**src/rtl/display_arb_pkg.sv**
```systemverilog
// Shared constants, state encoding and helpers for the display arbiter.
// The optional preemption feature is selected with DISPLAY_ARB_PREEMPT_EN (see display_arbiter.sv).
package display_arb_pkg;

   localparam int N_REQ = 4;
   localparam int REQ_W = 32;
   localparam int IDX_W = 2;

   localparam logic [REQ_W-1:0] IDLE_DATA_DEFAULT = 32'h0000_0000;

   typedef enum logic {
      IDLE = 1'b0,
      OWN  = 1'b1
   } state_t;

   function automatic logic [N_REQ-1:0] onehot(input logic [IDX_W-1:0] idx);
      logic [N_REQ-1:0] v;
      v      = '0;
      v[idx] = 1'b1;
      return v;
   endfunction

endpackage

```
**src/rtl/display_arbiter_rr_pick.sv**
```systemverilog
// Combinational round-robin pick: first set request searching upward from
// last_owner+1 with wrap, so the previous owner is considered last.
module rr_pick
   import display_arb_pkg::*;
(
   input  logic [N_REQ-1:0] req_i,
   input  logic [IDX_W-1:0] last_owner_i,
   output logic             valid_o,
   output logic [IDX_W-1:0] idx_o
);

   logic             found;
   logic [IDX_W-1:0] cand;

   always_comb begin
      found = 1'b0;
      cand  = '0;
      idx_o = '0;
      for (int k = 0; k < N_REQ; k++) begin
         cand = last_owner_i + IDX_W'(k + 1);
         if (!found && req_i[cand]) begin
            idx_o = cand;
            found = 1'b1;
         end
      end
   end

   assign valid_o = found;

endmodule

```
**src/rtl/display_arbiter.sv**
```systemverilog
// Four-way round-robin owner of an 8-digit hex display with a minimum dwell per grant.
// Define DISPLAY_ARB_PREEMPT_EN to let requester 0 preempt any other owner immediately.
module display_arbiter
   import display_arb_pkg::*;
#(
   parameter int               DWELL     = 50_000_000,
   parameter logic [REQ_W-1:0] IDLE_DATA = IDLE_DATA_DEFAULT
) (
   input  logic                   clk_i,
   input  logic                   rst_i,
   input  logic [N_REQ-1:0]       req_i,
   input  logic [N_REQ*REQ_W-1:0] req_data_i,
   output logic [REQ_W-1:0]       disp_data_o,
   output logic [N_REQ-1:0]       grant_o,
   output logic                   switched_o,
   output state_t                 state_o
);

   localparam int               CNT_W  = $clog2(DWELL + 1);
   localparam logic [CNT_W-1:0] RELOAD = CNT_W'(DWELL - 1);

   state_t           state_q;
   logic [N_REQ-1:0] grant_q;
   logic [REQ_W-1:0] disp_q;
   logic             switched_q;
   logic [CNT_W-1:0] dwell_cnt_q;
   logic [IDX_W-1:0] last_owner_q;

   logic             pick_valid;
   logic [IDX_W-1:0] pick_idx;
   logic             preempt;
   logic             take;
   logic [IDX_W-1:0] take_idx;
   logic [REQ_W-1:0] owner_slice;
   logic [REQ_W-1:0] take_slice;

   // The current owner is masked out so that, once dwell expires, any other
   // requester wins; in IDLE grant_q is zero and the mask is a no-op.
   rr_pick u_rr_pick (
      .req_i        (req_i & ~grant_q),
      .last_owner_i (last_owner_q),
      .valid_o      (pick_valid),
      .idx_o        (pick_idx)
   );

`ifdef DISPLAY_ARB_PREEMPT_EN
   assign preempt = (state_q == OWN) && req_i[0] && (last_owner_q != '0);
`else
   assign preempt = 1'b0;
`endif

   assign take     = preempt || (pick_valid && ((state_q == IDLE) || (dwell_cnt_q == '0)));
   assign take_idx = preempt ? '0 : pick_idx;

   // last_owner_q always names the owner while in OWN.
   assign owner_slice = req_data_i[{last_owner_q, 5'd0} +: REQ_W];
   assign take_slice  = req_data_i[{take_idx, 5'd0} +: REQ_W];

   always_ff @(posedge clk_i or posedge rst_i) begin
      if (rst_i) begin
         state_q      <= IDLE;
         grant_q      <= '0;
         disp_q       <= IDLE_DATA;
         switched_q   <= 1'b0;
         dwell_cnt_q  <= '0;
         last_owner_q <= IDX_W'(N_REQ - 1);
      end else begin
         switched_q <= 1'b0;
         if (take) begin
            state_q      <= OWN;
            grant_q      <= onehot(take_idx);
            disp_q       <= take_slice;
            switched_q   <= 1'b1;
            dwell_cnt_q  <= RELOAD;
            last_owner_q <= take_idx;
         end else begin
            case (state_q)
               IDLE: begin
                  grant_q <= '0;
                  disp_q  <= IDLE_DATA;
               end
               OWN: begin
                  if (dwell_cnt_q != '0) begin
                     dwell_cnt_q <= dwell_cnt_q - 1'b1;
                     disp_q      <= owner_slice;
                  end else if (req_i[last_owner_q]) begin
                     disp_q <= owner_slice;
                  end else begin
                     state_q <= IDLE;
                     grant_q <= '0;
                     disp_q  <= IDLE_DATA;
                  end
               end
               default: begin
                  state_q <= IDLE;
                  grant_q <= '0;
                  disp_q  <= IDLE_DATA;
               end
            endcase
         end
      end
   end

   assign disp_data_o = disp_q;
   assign grant_o     = grant_q;
   assign switched_o  = switched_q;
   assign state_o     = state_q;

endmodule

```
**config.mk**
```make
export PLATFORM = sky130hd
export DESIGN_NAME = display_arbiter
export DESIGN_NICKNAME = d
export VERILOG_FILES = /design/src/rtl/display_arb_pkg.sv /design/src/rtl/display_arbiter_rr_pick.sv /design/src/rtl/display_arbiter.sv
export SDC_FILE = /design/constraint.sdc
export NUM_CORES = 1
export LEC_CHECK = 0
export BUFFER_PORTS_ARGS = -buffer_cell sky130_fd_sc_hd__buf_2
export CORE_AREA = 3 3 100 102
export DETAILED_ROUTE_END_ITERATION = 10
export DIE_AREA = 0 0 103 105
export PLACE_DENSITY = 0.95
export SLEW_MARGIN = 20
export SYNTH_ARGS = -nofsm -noshare
export SYNTH_HDL_FRONTEND = slang
export SYNTH_SLANG_ARGS = --single-unit
```
**constraint.sdc**
```tcl
create_clock -name clk_i -period 3.8 [get_ports clk_i]
set_input_delay 0.76 -clock clk_i [delete_from_list [all_inputs] [get_ports clk_i]]
set_output_delay 0.76 -clock clk_i [all_outputs]
set_load 0.01 [all_outputs]
```
======== After elaboration in Yosys (flattened, before gate mapping) ========
Cells that the tools add are included.
W data, S select, Z words.
operators by class
  add/sub/neg operators ................... 4
  magnitude comparators ................... 6
  equal/unequal tests ..................... 2
  shifts and indexed selects .............. 2
  muxes and demuxes ....................... 36
  bitwise logic cells ..................... 3
  reduce and logical (&&, ||, !) cells .... 15
operator list
  operator                 count
  $shiftx A128 B8 Y32      2
  $mux W32                 3
  $mux W26                 3
  $pmux W32 S2             1
  $logic_not A26 Y1        1
  $reduce_bool A26 Y1      1
  $sub A26 B1 Y26 const B  1
  $lt A2 B3 Y1 const B     5
  $mux W1                  15
  $mux W4                  3
  $bmux W1 S2              5
  $mux W2                  4
  $pmux W4 S2              1
  $ne A3 B3 Y1 const B     2
  $logic_and A1 B1 Y1      5
  $add A2 B2 Y2 const B    2
  $and A4 B4 Y4            1
  $not A4 Y4               1
  $reduce_and A2 Y1        2
  $reduce_bool A2 Y1       2
  $logic_not A1 Y1         3
  $add A2 B1 Y2 const B    1
  $demux W1 S2             1
  $ge A2 B1 Y1 const B     1
  2 further kinds          2
word-level totals
  register bits after elaboration ......... 66
  output and inout bits ................... 38
  logic and storage cells ................. 74

======== Logic depth before layout (Yosys ltp) ========
Gate-level depths: netlist of run 1.
  word-level depth ........................ 19
  gate-level depth with buffers ........... 10
  mapped depth without buffers ............ 8

======== Modules after synthesis ========
From an unflattened synthesis of run 1, not the netlist that was laid out.
second synthesis, totals
  cell total of the unflattened synthesis .. 340
  area total of the unflattened synthesis .. 4573.1 um^2
by module, submodules not included
  module           instances  cells an instance  area an instance (um^2)  sequential area each (um^2)
  display_arbiter  1          326                4481.8                   1654.1
  rr_pick          1          14                 91.3                     0.0

======== Worst setup path before layout of run 1 ========
Ideal clock, no wire load.
  path kind ............................... in2reg
  start ................................... input port req_i[2]
  end ..................................... register disp_q[10] (netlist: disp_data_o[10])
  library setup time ...................... 0.132 ns
  arrival ................................. 2.435 ns
  slack ................................... 1.233 ns
  stages .................................. 8
  path buffers ............................ 3
  cell sequence ........................... nor2b_1 > o221ai_1 > a21o_1 > clkbuf_1 > buf_2 > clkbuf_1 > mux2i_1 > o221ai_2
between the ends
  word-level cells in the longest chain between the ends .. 15
  elaborated cells on any way between the ends .. 31
  those cells by class .................... shift: 1; mux: 22; bitwise: 1; reduce/logical: 7
ends and longest elaborated chain
  what                                                               line                                          RTL
  start: declaration                                                 display_arbiter.sv:11                         input logic [N_REQ-1:0] req_i,
  $and A4 B4 Y4                                                      display_arbiter.sv:40                         .req_i (req_i & ~grant_q),
  $bmux W1 S2                                                        display_arbiter_rr_pick.sv:21                 if (!found && req_i[cand]) begin
  $mux W1 (not written as such)                                      display_arbiter_rr_pick.sv:21
  $mux W1                                                            display_arbiter_rr_pick.sv:21
  $logic_not A1 Y1                                                   display_arbiter_rr_pick.sv:21
  $logic_and A1 B1 Y1                                                display_arbiter_rr_pick.sv:21
  $mux W1                                                            display_arbiter_rr_pick.sv:21
  $logic_not A1 Y1                                                   display_arbiter_rr_pick.sv:21
  $logic_and A1 B1 Y1                                                display_arbiter_rr_pick.sv:21
  $mux W1                                                            display_arbiter_rr_pick.sv:21
  $logic_not A1 Y1                                                   display_arbiter_rr_pick.sv:21
  $logic_and A1 B1 Y1                                                display_arbiter_rr_pick.sv:21
  $mux W2 / $mux W1 (equally long branches)                          display_arbiter_rr_pick.sv:21
  $shiftx A128 B8 Y32 / $logic_and A1 B1 Y1 (equally long branches)  display_arbiter.sv:57, display_arbiter.sv:52
  $mux W32 *                                                         display_arbiter.sv:69                         if (take) begin
  end signal: assignment                                             display_arbiter.sv:72                         disp_q <= take_slice;
  end signal: assignment                                             display_arbiter.sv:85                         disp_q <= owner_slice;
  end signal: assignment                                             display_arbiter.sv:87                         disp_q <= owner_slice;
  end: declaration                                                   display_arbiter.sv:24                         logic [REQ_W-1:0] disp_q;
Every way passes the cells marked *; elsewhere a longest branch is shown, timed or not. The select of a mux whose other input is x is not followed.
A chain may end at the register's enable or synchronous reset.

======== Worst setup path after layout of run 1 ========
  start ................................... register dwell_cnt_q[4]
  end ..................................... register disp_q[31] (netlist: disp_data_o[31])
between the ends
  word-level cells in the longest chain between the ends .. 4
  elaborated cells on any way between the ends .. 7
  those cells by class .................... mux: 3; reduce/logical: 4
ends and longest elaborated chain
  what                                                             line                                          RTL
  start: declaration                                               display_arbiter.sv:26                         logic [CNT_W-1:0] dwell_cnt_q;
  start signal: assignment                                         display_arbiter.sv:84                         dwell_cnt_q <= dwell_cnt_q - 1'b1;
  $reduce_bool A26 Y1 / $logic_not A26 Y1 (equally long branches)  display_arbiter.sv:83, display_arbiter.sv:52
  $mux W32 / $logic_or A1 B1 Y1 (equally long branches)            display_arbiter.sv:83, display_arbiter.sv:52
  $pmux W32 S2 / $logic_and A1 B1 Y1 (equally long branches)       display_arbiter.sv:77, display_arbiter.sv:52
  $mux W32 *                                                       display_arbiter.sv:69
Every way passes the cells marked *; elsewhere a longest branch is shown, timed or not.

==> results of run 1 <==
-- per-stage QoR --
step | cells | instance area (um2) | total power, mW | hold slack [ps]
after detailed placement | 685 | 5980 | 1.42 | 509
after global placement | 685 | 5980 | 1.37 | 486
final | 702 | 6160 | 1.99 | 522
after global routing | 702 | 6160 | 2.07 | 539
after floorplan | 433 | 5120 | 1.21 | 457
after CTS | 701 | 6160 | 1.97 | 511
-- cell families after synthesis --
| group | count (synthesis) | synth area share [%] |
|---|---|---|
| XOR/XNOR | 3 | 0.513 |
| adder cells (fa/ha/maj) | 2 | 0.489 |
| buffers and inverters | 46 | 4.84 |
| AO/OA/AOI/OAI | 95 | 17.5 |
| flip-flops | 66 | 32.3 |
| AND/OR/NAND/NOR | 116 | 15.8 |
| multiplexers | 105 | 28.6 |
-- sequential cells by signal, summed over array words and instances (netlist names) --
signal        flops
disp_data_o      32
dwell_cnt_q      26
grant_o           4
last_owner_q      2
state_o           1
switched_o        1
-- routing by layer --
layer	wire (um)	global-route usage, %	vias to the layer above
met1	5680	37.9	2432
met3	1710	8.34	111
li1	-	-	2062
met4	1040	16.8	0
met5	0	0	-
met2	8820	54.4	434
-- cell usage in the layout, fill, tap and decap left out, types with 2 or more instances in the layout --
| cell | count |
|---|---|
| nand3_1 | 7 |
| buf_2 | 171 |
| nand2_1 | 8 |
| nor3_1 | 11 |
| mux2i_1 | 72 |
| clkbuf_8 | 11 |
| or4_1 | 6 |
| or3_1 | 4 |
| o221ai_2 | 29 |
| o221ai_1 | 7 |
| nor4_1 | 7 |
| nand2b_1 | 4 |
| nor3b_1 | 2 |
| nand4_1 | 4 |
| o211ai_1 | 2 |
| or2_2 | 2 |
| nand3_2 | 29 |
| ha_1 | 2 |
| o21ai_0 | 13 |
| buf_4 | 8 |
| nor2b_1 | 5 |
| nor2_1 | 14 |
| o2bb2ai_1 | 3 |
| a2bb2oi_1 | 3 |
| a221oi_1 | 3 |
| dfstp_2 | 2 |
| a211oi_1 | 2 |
| dfrtp_1 | 63 |
| a21oi_1 | 10 |
| a31oi_1 | 3 |
| o21ai_1 | 4 |
| inv_1 | 6 |
| o21a_1 | 2 |
| xor2_1 | 2 |
| mux4_2 | 33 |
| o31ai_1 | 6 |
| clkbuf_1 | 3 |
| and3_1 | 4 |
-- worst max-delay path, delay by kind of cell (launching register included) --
kind | cells | cell delay [ps]
AOI/OAI and AO/OA | 2 | 620
DFF | 1 | 450
and+or+nand+nor | 3 | 2030
-- area by class of cell --
| type | count | area (um2) |
|---|---|---|
| tap | 111 | 139 |
| antenna | 1 | 2.50 |
| timing repair buffer | 180 | 936 |
| sequential | 66 | 1660 |
| inverter | 7 | 26.3 |
| multi-input combinational | 321 | 3230 |
| clock inverter | 2 | 12.5 |
| fill | 604 | 3030 |
| clock buffer | 14 | 163 |
-- final timing paths --
kind	startpoint	endpoint	slack, ps
max reg2reg	dwell_cnt_q[4]	disp_data_o[31]	570
min in group asynchronous	rst_i	disp_data_o[15]	530
max	dwell_cnt_q[4]	disp_data_o[31]	570
min reg2reg	dwell_cnt_q[20]	dwell_cnt_q[20]	520
min	dwell_cnt_q[20]	dwell_cnt_q[20]	520
max in group asynchronous	rst_i	dwell_cnt_q[1]	2330
-- power groups by stage --
stage          Sequential (mW)  Combinational [mW]  Clock [mW]
6_report                 0.858               0.576       0.554
5_1_grt                  0.866               0.619       0.587
4_1_cts                  0.853               0.567       0.552
3_5_place_dp             0.862               0.556           0
3_3_place_gp             0.853               0.519           0
2_1_floorplan            0.852               0.354           0
==> summary.md, run 1 <==
| Metric | Value |
|---|---|
| Max Root-Sink Buffers | 2 |
| Worst Path Required | 4040 ps |
| Crit path DAT | 3470 ps |
| Max-cap viol count | 0 |
| Least-Margin Pin Slew | 1050 ps |
| Async set or reset register ratio after synthesis | 100% |
| Switching pwr | 675 uW |
| CP max FO | 34 |
| Setup Viol. Count Final | 0 |
| Area leader, netlist | dfrtp_1 |
| Post-Syn Area per Cell | 11.8 um2 |
| Hold Fails Final Rpt | 0 |
| Gr ovfl total | 0 |
| Core Util, Final | 67.0% |
| Top Ports | 172 |
| Post-Syn Nets | 569 |
| Final Slew Violations | 0 |
| Sw Share | 33.9% |
| RePlAce Congestion | 0.892 |
| Final Critical Period | 3230 ps |
| Top FF cell, synth | dfrtp_1 |
| Status | completed |
| Post-Syn Area | 0.00512 mm2 |
| Area delta synth->final | 20.3% |
| Worst slack, placed | 623 ps |
| Initial cell density of the core | 55.7% |
| Lkg Pwr | 2.84 nW |
| Synth top cells by count | mux2i_1 (72), dfrtp_1 (64), mux4_2 (33) |
| Pre-Repair DR Iteration Count | 5 |
| Vias | 5,039 |
| Hpwl dp | 12,100 um |
| Number of unique standard cell types used by synthesis | 56 |
| Slew headroom | 29.9% |
| HP Class | register to register |
| CP max stage cell | or3_2 |
| Clk Latency, worst-skew pair | 360 ps |
| Setup TNS Final | 0 ps |
| First-pass GRT wire length | 27,400 um |
| 1st-iter DRT viols | 586 |
| Post-synth top area share | 31.3% |
| VDD IR max | 0.260 mV |
| EDFF count, synth | 0 |
| R2R cell count | 5 |
| Final wirelength | 17,300 um |
| Clk pwr share | 27.9% |
| Reg power frac | 43.2% |
| Startpoint Class | register |
| Top cells by area, synth | dfrtp_1 (31%), mux4_2 (15%), mux2i_1 (14%), o221ai_2 (8.5%), nand3_2 (5.7%) |
| Wire per inst | 24.6 um |
| CP max stage delay | 950 ps |
| Register area share after synthesis | 32.3% |
| Critical path, cell by cell | or4_1 -> nor4_2 -> a21oi_2 -> or3_2 -> o221ai_1 |
| Worst-path clk slew | 70 ps |
| Num rows | 35 |
| Initial antenna violation count | 1 |
| Max H-tree Level | 3 |
| Post-CTS setup buffers | 0 |
| CTS-repair resized insts | 0 |
| Most frequent cell after synthesis | mux2i_1 |
| Residual DRC | 0 |
| Cts hold-fix bufs | 0 |
| Vias per cell | 7.18 |
| Die Height | 105 um |
| CP Class | register to register |
| Clock skew | 18.6 ps |
| Setup slack after layout | 566 ps |
| Warnings from Yosys | 0 |
| IO buf count | 171 |
| Layout cells sized above 1 | 50.7% |
| TritonCTS clock tree | yes |
| CTS Buf Count | 9 |
| Chip Width | 103 um |
| Core ar. | 0.00920 mm2 |
| Crit end category | register |
| Post-Synthesis Cells | 433 |
| Fin nets | 721 |
| Number of global-route vias before repair | 5,342 |
| RSZ-0062 raised after global routing | no |
| Overall routing resource usage | 32.6% |
| Die area | 0.0108 mm2 |
| Power density over cell area | 323 mW/mm2 |
| Number of synthesized register bits | 66 |
| Fmax | 0.309 GHz |
| Logic pwr share | 29.0% |
| Antenna Nets Post-Route | 0 |
| Worst Hold Path Cells | 1 |
| Root buffer cell | clkbuf_8 |
| Pin count of the biggest net entering global routing | 43 |
| Internal power | 1.31 mW |
| Period utilization | 85.1% |
| CTS Sinks | 66 |
Note: power is estimated with default switching activity, not from simulation.
==> run 2: changes to the inputs <==
--- a/config.mk
+++ b/config.mk
@@ -5,10 +5,11 @@
 export SDC_FILE = /design/constraint.sdc
 export NUM_CORES = 1
 export LEC_CHECK = 0
+export ABC_AREA = 1
 export BUFFER_PORTS_ARGS = -buffer_cell sky130_fd_sc_hd__buf_2
-export CORE_AREA = 3 3 100 102
+export CORE_AREA = 3 3 101 103
 export DETAILED_ROUTE_END_ITERATION = 10
-export DIE_AREA = 0 0 103 105
+export DIE_AREA = 0 0 104 106
 export PLACE_DENSITY = 0.95
 export SLEW_MARGIN = 20
 export SYNTH_ARGS = -nofsm -noshare
==> run 2 against run 1 <==
Die area grew 1.9%; clock power grew 3.8%; critical endpoint is now disp_data_o[27]; combinational power shrank 63%.
==> summary.md, run 2 <==
| Metric | Value |
|---|---|
| Status | completed |
| Cell area after placement | 0.00601 mm2 (+0.46%) |
| R2R cell count | 10 (+5) |
| Final Critical Period | 3040 ps (-194 ps) |
| RePlAce Congestion | 0.986 (+11%) |
| Max Root-Sink Buffers | 2 (unchanged) |
| Vias per cell | 5.52 (-23%) |
| Reg2reg setup slack | 760 ps (+190 ps) |
| Largest family of logic cells by synthesized area | simple AND/OR/NAND/NOR gates |
| Most frequent cell after synthesis | nand2_1 |
| Synth top cells by count | nand2_1 (226), o21ai_0 (112), nand3_1 (110) |
| Register area share after synthesis | 31.7% (-0.60 points) |
| Logic pwr share | 14.2% (-15 points) |
| TritonCTS clock tree | yes |
| Pin count of the biggest net entering global routing | 78 (+81%) |
| Post-Syn Nets | 961 (+69%) |
| CTS-repair resized insts | 0 (unchanged) |
| Fin cells | 1,107 (+58%) |
| Setup slack after layout | 760 ps (+194 ps) |
| Post-CTS setup buffers | 0 (unchanged) |
| Post-synth top area share | 30.7% (-0.58 points) |
| CTS Buf Count | 9 (unchanged) |
| Fin Hold WS | 496 ps (-25.6 ps) |
| Power density over cell area | 244 mW/mm2 (-24%) |
| Number of synthesized register bits | 66 (unchanged) |
| Post-Syn Area | 0.00522 mm2 (+1.9%) |
| CP Class | register to register |
| Die Height | 106 um (+0.95%) |
| Worst Hold Path Cells | 1 (unchanged) |
| Vias | 6,106 (+21%) |
| Top Ports | 172 (unchanged) |
| Worst Setup EP | disp_data_o[27] |
| Max-cap viol count | 0 (unchanged) |
| Worst-path clk slew | 80 ps (about the same) |
| Top FF cell, synth | dfrtp_1 |
| Worst slack, placed | 806 ps (+182 ps) |
| Period utilization | 80.0% (-5.1 points) |
| Chip Width | 104 um (+0.97%) |
| Sw Share | 29.5% (-4.5 points) |
| Register Area | 0.00165 mm2 (about the same) |
| Clk Latency, worst-skew pair | 360 ps (about the same) |
| CP Launch Point | last_owner_q[0] |
| Clk pwr share | 37.9% (+10 points) |
| IO buf count | 171 (unchanged) |
| Layout cells sized above 1 | 22.8% (-28 points) |
| Fin nets | 1,107 (+54%) |
| RSZ-0062 raised after global routing | no |
| Number of global-route vias before repair | 5,618 (+5.2%) |
| Worst Path Required | 4090 ps (+50 ps) |
| Residual DRC | 0 (unchanged) |
| Top cells by area, synth | dfrtp_1 (31%), nand2_1 (16%), o21ai_0 (11%), nand3_1 (11%), inv_1 (7.7%) |
| Internal power | 1.07 mW (-19%) |
| Setup TNS Final | 0 ps (unchanged) |
| Area delta synth->final | 18.9% |
| Mux contribution to synthesized area | 0% (-29 points) |
| Commonest non-fill, non-tap cell in the layout | nand2_1 |
| Wire per inst | 14.5 um (-41%) |
| 1st-iter DRT viols | 481 (-18%) |
| Gr ovfl total | 0 (unchanged) |
| First-pass GRT wire length | 25,900 um (-5.7%) |
| Hpwl dp | 11,600 um (-4.2%) |
| CTS Sinks | 66 (unchanged) |
| Num rows | 35 (unchanged) |
| Least-Margin Pin Slew | 990 ps (-60.8 ps) |
| Core Util, Final | 66.8% (-0.19 points) |
| Cts hold-fix bufs | 0 (unchanged) |
| Post-Synth XOR/XNOR Area | 1.17% (+0.66 points) |
| Compound-cell area share of the yosys netlist | 19.1% (+1.6 points) |
| Initial cell density of the core | 56.2% (+0.53 points) |
| Core ar. | 0.00928 mm2 (+0.95%) |
| Antenna Nets Post-Route | 0 (unchanged) |
| Max reg flops | 32 (unchanged) |
| Tot Pwr | 1.52 mW (-24%) |
| Async set or reset register ratio after synthesis | 100% (unchanged) |
| Post-Synthesis Cells | 825 (+91%) |
| Final Slew Violations | 0 (unchanged) |
| Startpoint Class | register |
| Final non-filler cell area | 0.00620 mm2 (+0.67%) |
| Root buffer cell | clkbuf_8 |
| Overall routing resource usage | 28.4% (-4.2 points) |
| HP Class | register to register |
| VDD IR max | 0.133 mV (-49%) |
| CP max FO | 40 (+18%) |
| Placed Cells | 1,089 (+59%) |
| Clock skew | 10.3 ps (-8.28 ps) |
| Warnings from Yosys | 0 (unchanged) |
| EDFF count, synth | 0 (unchanged) |
| Post-Syn Area per Cell | 6.33 um2 (-47%) |
| Max H-tree Level | 3 (unchanged) |
| Hold Fails Final Rpt | 0 (unchanged) |
| Slew headroom | 33.9% (+4.0 points) |
| Pre-Repair DR Iteration Count | 6 (+1) |
| Fillers | 856 (+42%) |
| Setup Viol. Count Final | 0 (unchanged) |
| Most frequent cells in the layout | nand2_1 (226), buf_2 (171), o21ai_0 (112), nand3_1 (110), inv_1 (106) |
| Switching pwr | 447 uW (-34%) |
| Crit end category | register |
| Synth Area in Adders | 0.480% (-0.0091 points) |
| Fmax | 0.329 GHz (+6.4%) |
| Critical R2R Launch | last_owner_q[0] |
| Lkg Pwr | 3.40 nW (+20%) |
| Die area | 0.0110 mm2 (+1.9%) |
| Number of unique standard cell types used by synthesis | 33 (-41%) |
| Multi-input gate area | 0.00286 mm2 (-12%) |
| Reg power frac | 47.9% (+4.7 points) |
| Area leader, netlist | dfrtp_1 |
| Final wirelength | 16,000 um (-7.2%) |
| Area share of and/or/nand/nor cells after synthesis | 33.9% (+18 points) |
| Critical R2R Capture | disp_data_o[27] |
| Initial antenna violation count | 2 (+1) |
| Crit path DAT | 3330 ps (-140 ps) |
==> run 2: cell types whose count changed after synthesis, sizes merged, moves of 19 or more <==
cell and delta:
nand2 +229, inv +104, mux4 -33, nand3 +77
o221ai -36, nor2 +19, o21ai +151, mux2i -72
==> run 2: kinds of logic (layout without fill, tap and decap cells) <==
family	after synthesis	count (layout)
flops	66	66
xor+xnor	7	7
buf+inv	156	307
fa+ha+maj	2	2
compound gates	192	192
other cells	0	2
simple gates	402	402
==> run 2: cell type report <==
| class | instances | share of cell area [%] |
|---|---|---|
| flip-flops and latches | 66 | 26.7 |
| repair buffers | 180 | 14.9 |
| clock inverters | 7 | 1.01 |
| inverters | 111 | 6.72 |
| well taps | 129 | 2.60 |
| clock buffers | 9 | 2.00 |
| diodes | 2 | 0.0807 |
| multi-input cells | 603 | 46.0 |
==> run 2: power by group through the flow <==
| stage | Clock, mW | Combinational, mW | Sequential [mW] |
|---|---|---|---|
| 4_1_cts | 0.580 | 0.215 | 0.726 |
| 3_5_place_dp | 0 | 0.215 | 0.739 |
| 3_3_place_gp | 0 | 0.211 | 0.740 |
| 2_1_floorplan | 0 | 0.0874 | 0.747 |
| 5_1_grt | 0.615 | 0.244 | 0.727 |
| 6_report | 0.575 | 0.216 | 0.726 |
==> run 2: metal layers <==
metal / part of all wire, % / GRT usage [%] / up-vias
li1: - / - / 2985
met4: 3.7 / 12.8 / 0
met5: 0 / 0 / -
met1: 39 / 33.4 / 2756
met2: 48 / 49.0 / 313
met3: 9.3 / 7.23 / 52
==> run 2: critical path, cell delays in order, from the launching register on <==
cell and delay (ps):
dfstp_2 700, inv_2 350, nand3_1 270, nand3_1 100
nand2_1 170, nand4_4 160, nand2_2 290, nand2_1 180
inv_2 420, o21ai_0 190, nand3_1 120
==> run 2: how the worst min path moves through the flow <==
stage	from	end	slack [ps]
global placement	dwell_cnt_q[25]	dwell_cnt_q[25]	460
global route	dwell_cnt_q[15]	dwell_cnt_q[15]	510
finish	dwell_cnt_q[15]	dwell_cnt_q[15]	500
floorplan	dwell_cnt_q[25]	dwell_cnt_q[25]	440
CTS	dwell_cnt_q[15]	dwell_cnt_q[15]	500
detailed placement	dwell_cnt_q[15]	dwell_cnt_q[15]	490
==> run 3: changes to the inputs <==
--- a/config.mk
+++ b/config.mk
@@ -7,10 +7,10 @@
 export LEC_CHECK = 0
 export ABC_AREA = 1
 export BUFFER_PORTS_ARGS = -buffer_cell sky130_fd_sc_hd__buf_2
-export CORE_AREA = 3 3 101 103
+export CORE_AREA = 3 3 110 112
 export DETAILED_ROUTE_END_ITERATION = 10
-export DIE_AREA = 0 0 104 106
-export PLACE_DENSITY = 0.95
+export DIE_AREA = 0 0 113 115
+export PLACE_DENSITY = 0.86
 export SLEW_MARGIN = 20
 export SYNTH_ARGS = -nofsm -noshare
 export SYNTH_HDL_FRONTEND = slang
==> constraint.sdc (replaced) <==
create_clock -name clk_i -period 2.66 [get_ports clk_i]
set_input_delay 0.532 -clock clk_i [delete_from_list [all_inputs] [get_ports clk_i]]
set_output_delay 0.532 -clock clk_i [all_outputs]
set_load 0.01 [all_outputs]
==> run 3 against run 2 <==
Die area is 18% higher; final cell count is 1.7% higher; global-route usage is 3.9 points lower; clock power is 110% higher; fmax is 24% higher; routed wire length is 1.7% higher; via count is 0.16% higher; sequential power is 43% higher; utilization is 9.9 points lower; cell area is 3.8% higher; critical path type unchanged; critical endpoint is now disp_data_o[14].
==> summary.md, run 3 (synthesis gave the netlist of run 2 again) <==
| Metric | Value |
|---|---|
| Status | completed |
| Initial cell density of the core | 46.1% (-10 points) |
| IO buf count | 171 (unchanged) |
| Wire per inst | 14.5 um (about the same) |
| Layout cells sized above 1 | 23.1% (+0.24 points) |
| Max reg flops | 32 (unchanged) |
| First-pass GRT wire length | 25,900 um (about the same) |
| Commonest non-fill, non-tap cell in the layout | nand2_1 |
| Fmax | 0.407 GHz (+24%) |
| Initial antenna violation count | 0 (-2) |
| Lkg Pwr | 3.50 nW (+3.0%) |
| Root buffer cell | clkbuf_16 |
| Antenna Cells | 0 (-2) |
| Overall routing resource usage | 24.5% (-3.9 points) |
| Vias per cell | 5.43 (-1.5%) |
| VDD IR max | 0.231 mV (+73%) |
| HP Class | input pin to async pin |
| Residual DRC | 0 (unchanged) |
| Hold Fails Final Rpt | 0 (unchanged) |
| RePlAce Congestion | 0.935 (-5.2%) |
| Period utilization | 92.3% (+12 points) |
| Antenna Nets Post-Route | 0 (unchanged) |
| Max Root-Sink Buffers | 2 (unchanged) |
| Vias | 6,116 (+0.16%) |
| Final Slew Violations | 0 (unchanged) |
| Power density over cell area | 395 mW/mm2 (+61%) |
| Worst Path Required | 2910 ps (-1180 ps) |
| Hpwl dp | 12,000 um (+3.2%) |
| Slew headroom | 56.9% (+23 points) |
| Worst-path clk slew | 60 ps (-20 ps) |
| Die area | 0.0130 mm2 (+18%) |
| Top Ports | 172 (unchanged) |
| Gr ovfl total | 0 (unchanged) |
| Core ar. | 0.0113 mm2 (+22%) |
| Least-Margin Pin Slew | 645 ps (-345 ps) |
| Clock skew | 11.7 ps (+1.38 ps) |
| CTS Buf Count | 9 (unchanged) |
| Number of global-route vias before repair | 5,540 (-1.4%) |
| Pre-Repair DR Iteration Count | 7 (+1) |
| Placed Cells | 1,110 (+1.9%) |
| Setup TNS Final | 0 ps (unchanged) |
| Area delta synth->final | 23.4% |
| Crit path DAT | 2700 ps (-630 ps) |
| R2R cell count | 11 (+1) |
| Fin Hold WS | 294 ps (-202 ps) |
| Final wirelength | 16,300 um (+1.7%) |
| Fin nets | 1,114 (+0.63%) |
| Setup Viol. Count Final | 0 (unchanged) |
| TritonCTS clock tree | yes |
| Post-CTS setup buffers | 0 (unchanged) |
| 1st-iter DRT viols | 464 (-3.5%) |
| CTS Sinks | 66 (unchanged) |
| Max-cap viol count | 0 (unchanged) |
| Startpoint Class | register |
| Critical R2R Capture | disp_data_o[14] |
| Max H-tree Level | 3 (unchanged) |
| Die Height | 115 um (+8.5%) |
| Final Critical Period | 2450 ps (-585 ps) |
| Crit end category | register |
| Num rows | 39 (+11%) |
| Fin cells | 1,126 (+1.7%) |
| CP Launch Point | last_owner_q[0] |
| Pin count of the biggest net entering global routing | 51 (-35%) |
| RSZ-0062 raised after global routing | no |
| Chip Width | 113 um (+8.7%) |
| CP Class | register to register |
| CP max FO | 24 (-40%) |
| Most frequent cells in the layout | nand2_1 (226), buf_2 (171), o21ai_0 (112), nand3_1 (110), inv_1 (106) |
| Worst Setup EP | disp_data_o[14] |
| Fillers | 1,088 (+27%) |
| Reg2reg setup slack | 210 ps (-550 ps) |
| Critical R2R Launch | last_owner_q[0] |
| Clk Latency, worst-skew pair | 330 ps (-30 ps) |
[run 3: layer usage]
layer,GRT usage (%),part of all wire [%]
met1,29.9,39
met5,0,0
met2,43.8,49
met4,7.61,1.4
met3,4.79,9.9
[run 3: final cells by class]
type	instances	area [um2]	area share, %
Clock buffer	14	264	4.10
Clock inverter	2	37.5	0.583
Inverter	111	417	6.47
Multi-Input combinational cell	603	2860	44.3
Sequential cell	66	1660	25.7
Tap cell	143	179	2.78
Timing Repair Buffer	187	1030	16.0
[run 3: through the flow]
stage / power [mW] / util (%) / instance area, um2 / worst slack [ps]
6_report: 2.54 / 56.9 / 6440 / 205
5_1_grt: 2.64 / 56.9 / 6440 / 3.59
4_1_cts: 2.56 / 56.8 / 6430 / 174
3_5_place_dp: 1.36 / 54.2 / 6130 / 229
3_3_place_gp: 1.36 / 54.2 / 6130 / 263
2_1_floorplan: 1.19 / - / 5220 / 477
[run 3: critical path, stage by stage, from the launching register on]
cell and delay [ps]:
dfstp_4 710, inv_2 110, nand3_1 170, nand3_1 120
nand2_2 150, nand4_4 160, nand2_2 170, nand2_1 160
inv_2 220, buf_12 190, o21ai_0 100, nand3_1 90
[run 3: worst min path at each step]
stage / from / to / slack, ps / depth (start not counted)
floorplan: dwell_cnt_q[25] / dwell_cnt_q[25] / 440 / 1
detailed placement: dwell_cnt_q[25] / dwell_cnt_q[25] / 480 / 1
global placement: dwell_cnt_q[25] / dwell_cnt_q[25] / 470 / 1
CTS: rst_i / disp_data_o[6] / 310 / 2
finish: rst_i / disp_data_o[26] / 290 / 2
global route: rst_i / disp_data_o[29] / 340 / 2
[run 3: report_power, final]
group | internal, mW | switching, mW
Combinational | 0.146 | 0.162
Clock | 0.778 | 0.417
Sequential | 1.03 | 0.00960
Total | 1.95 | 0.589
[run 3: timing repair]
item                       in CTS  in global routing
hold buffers                    0                  0
setup endpoints to repair       0                 29
gates resized for setup         0                  2
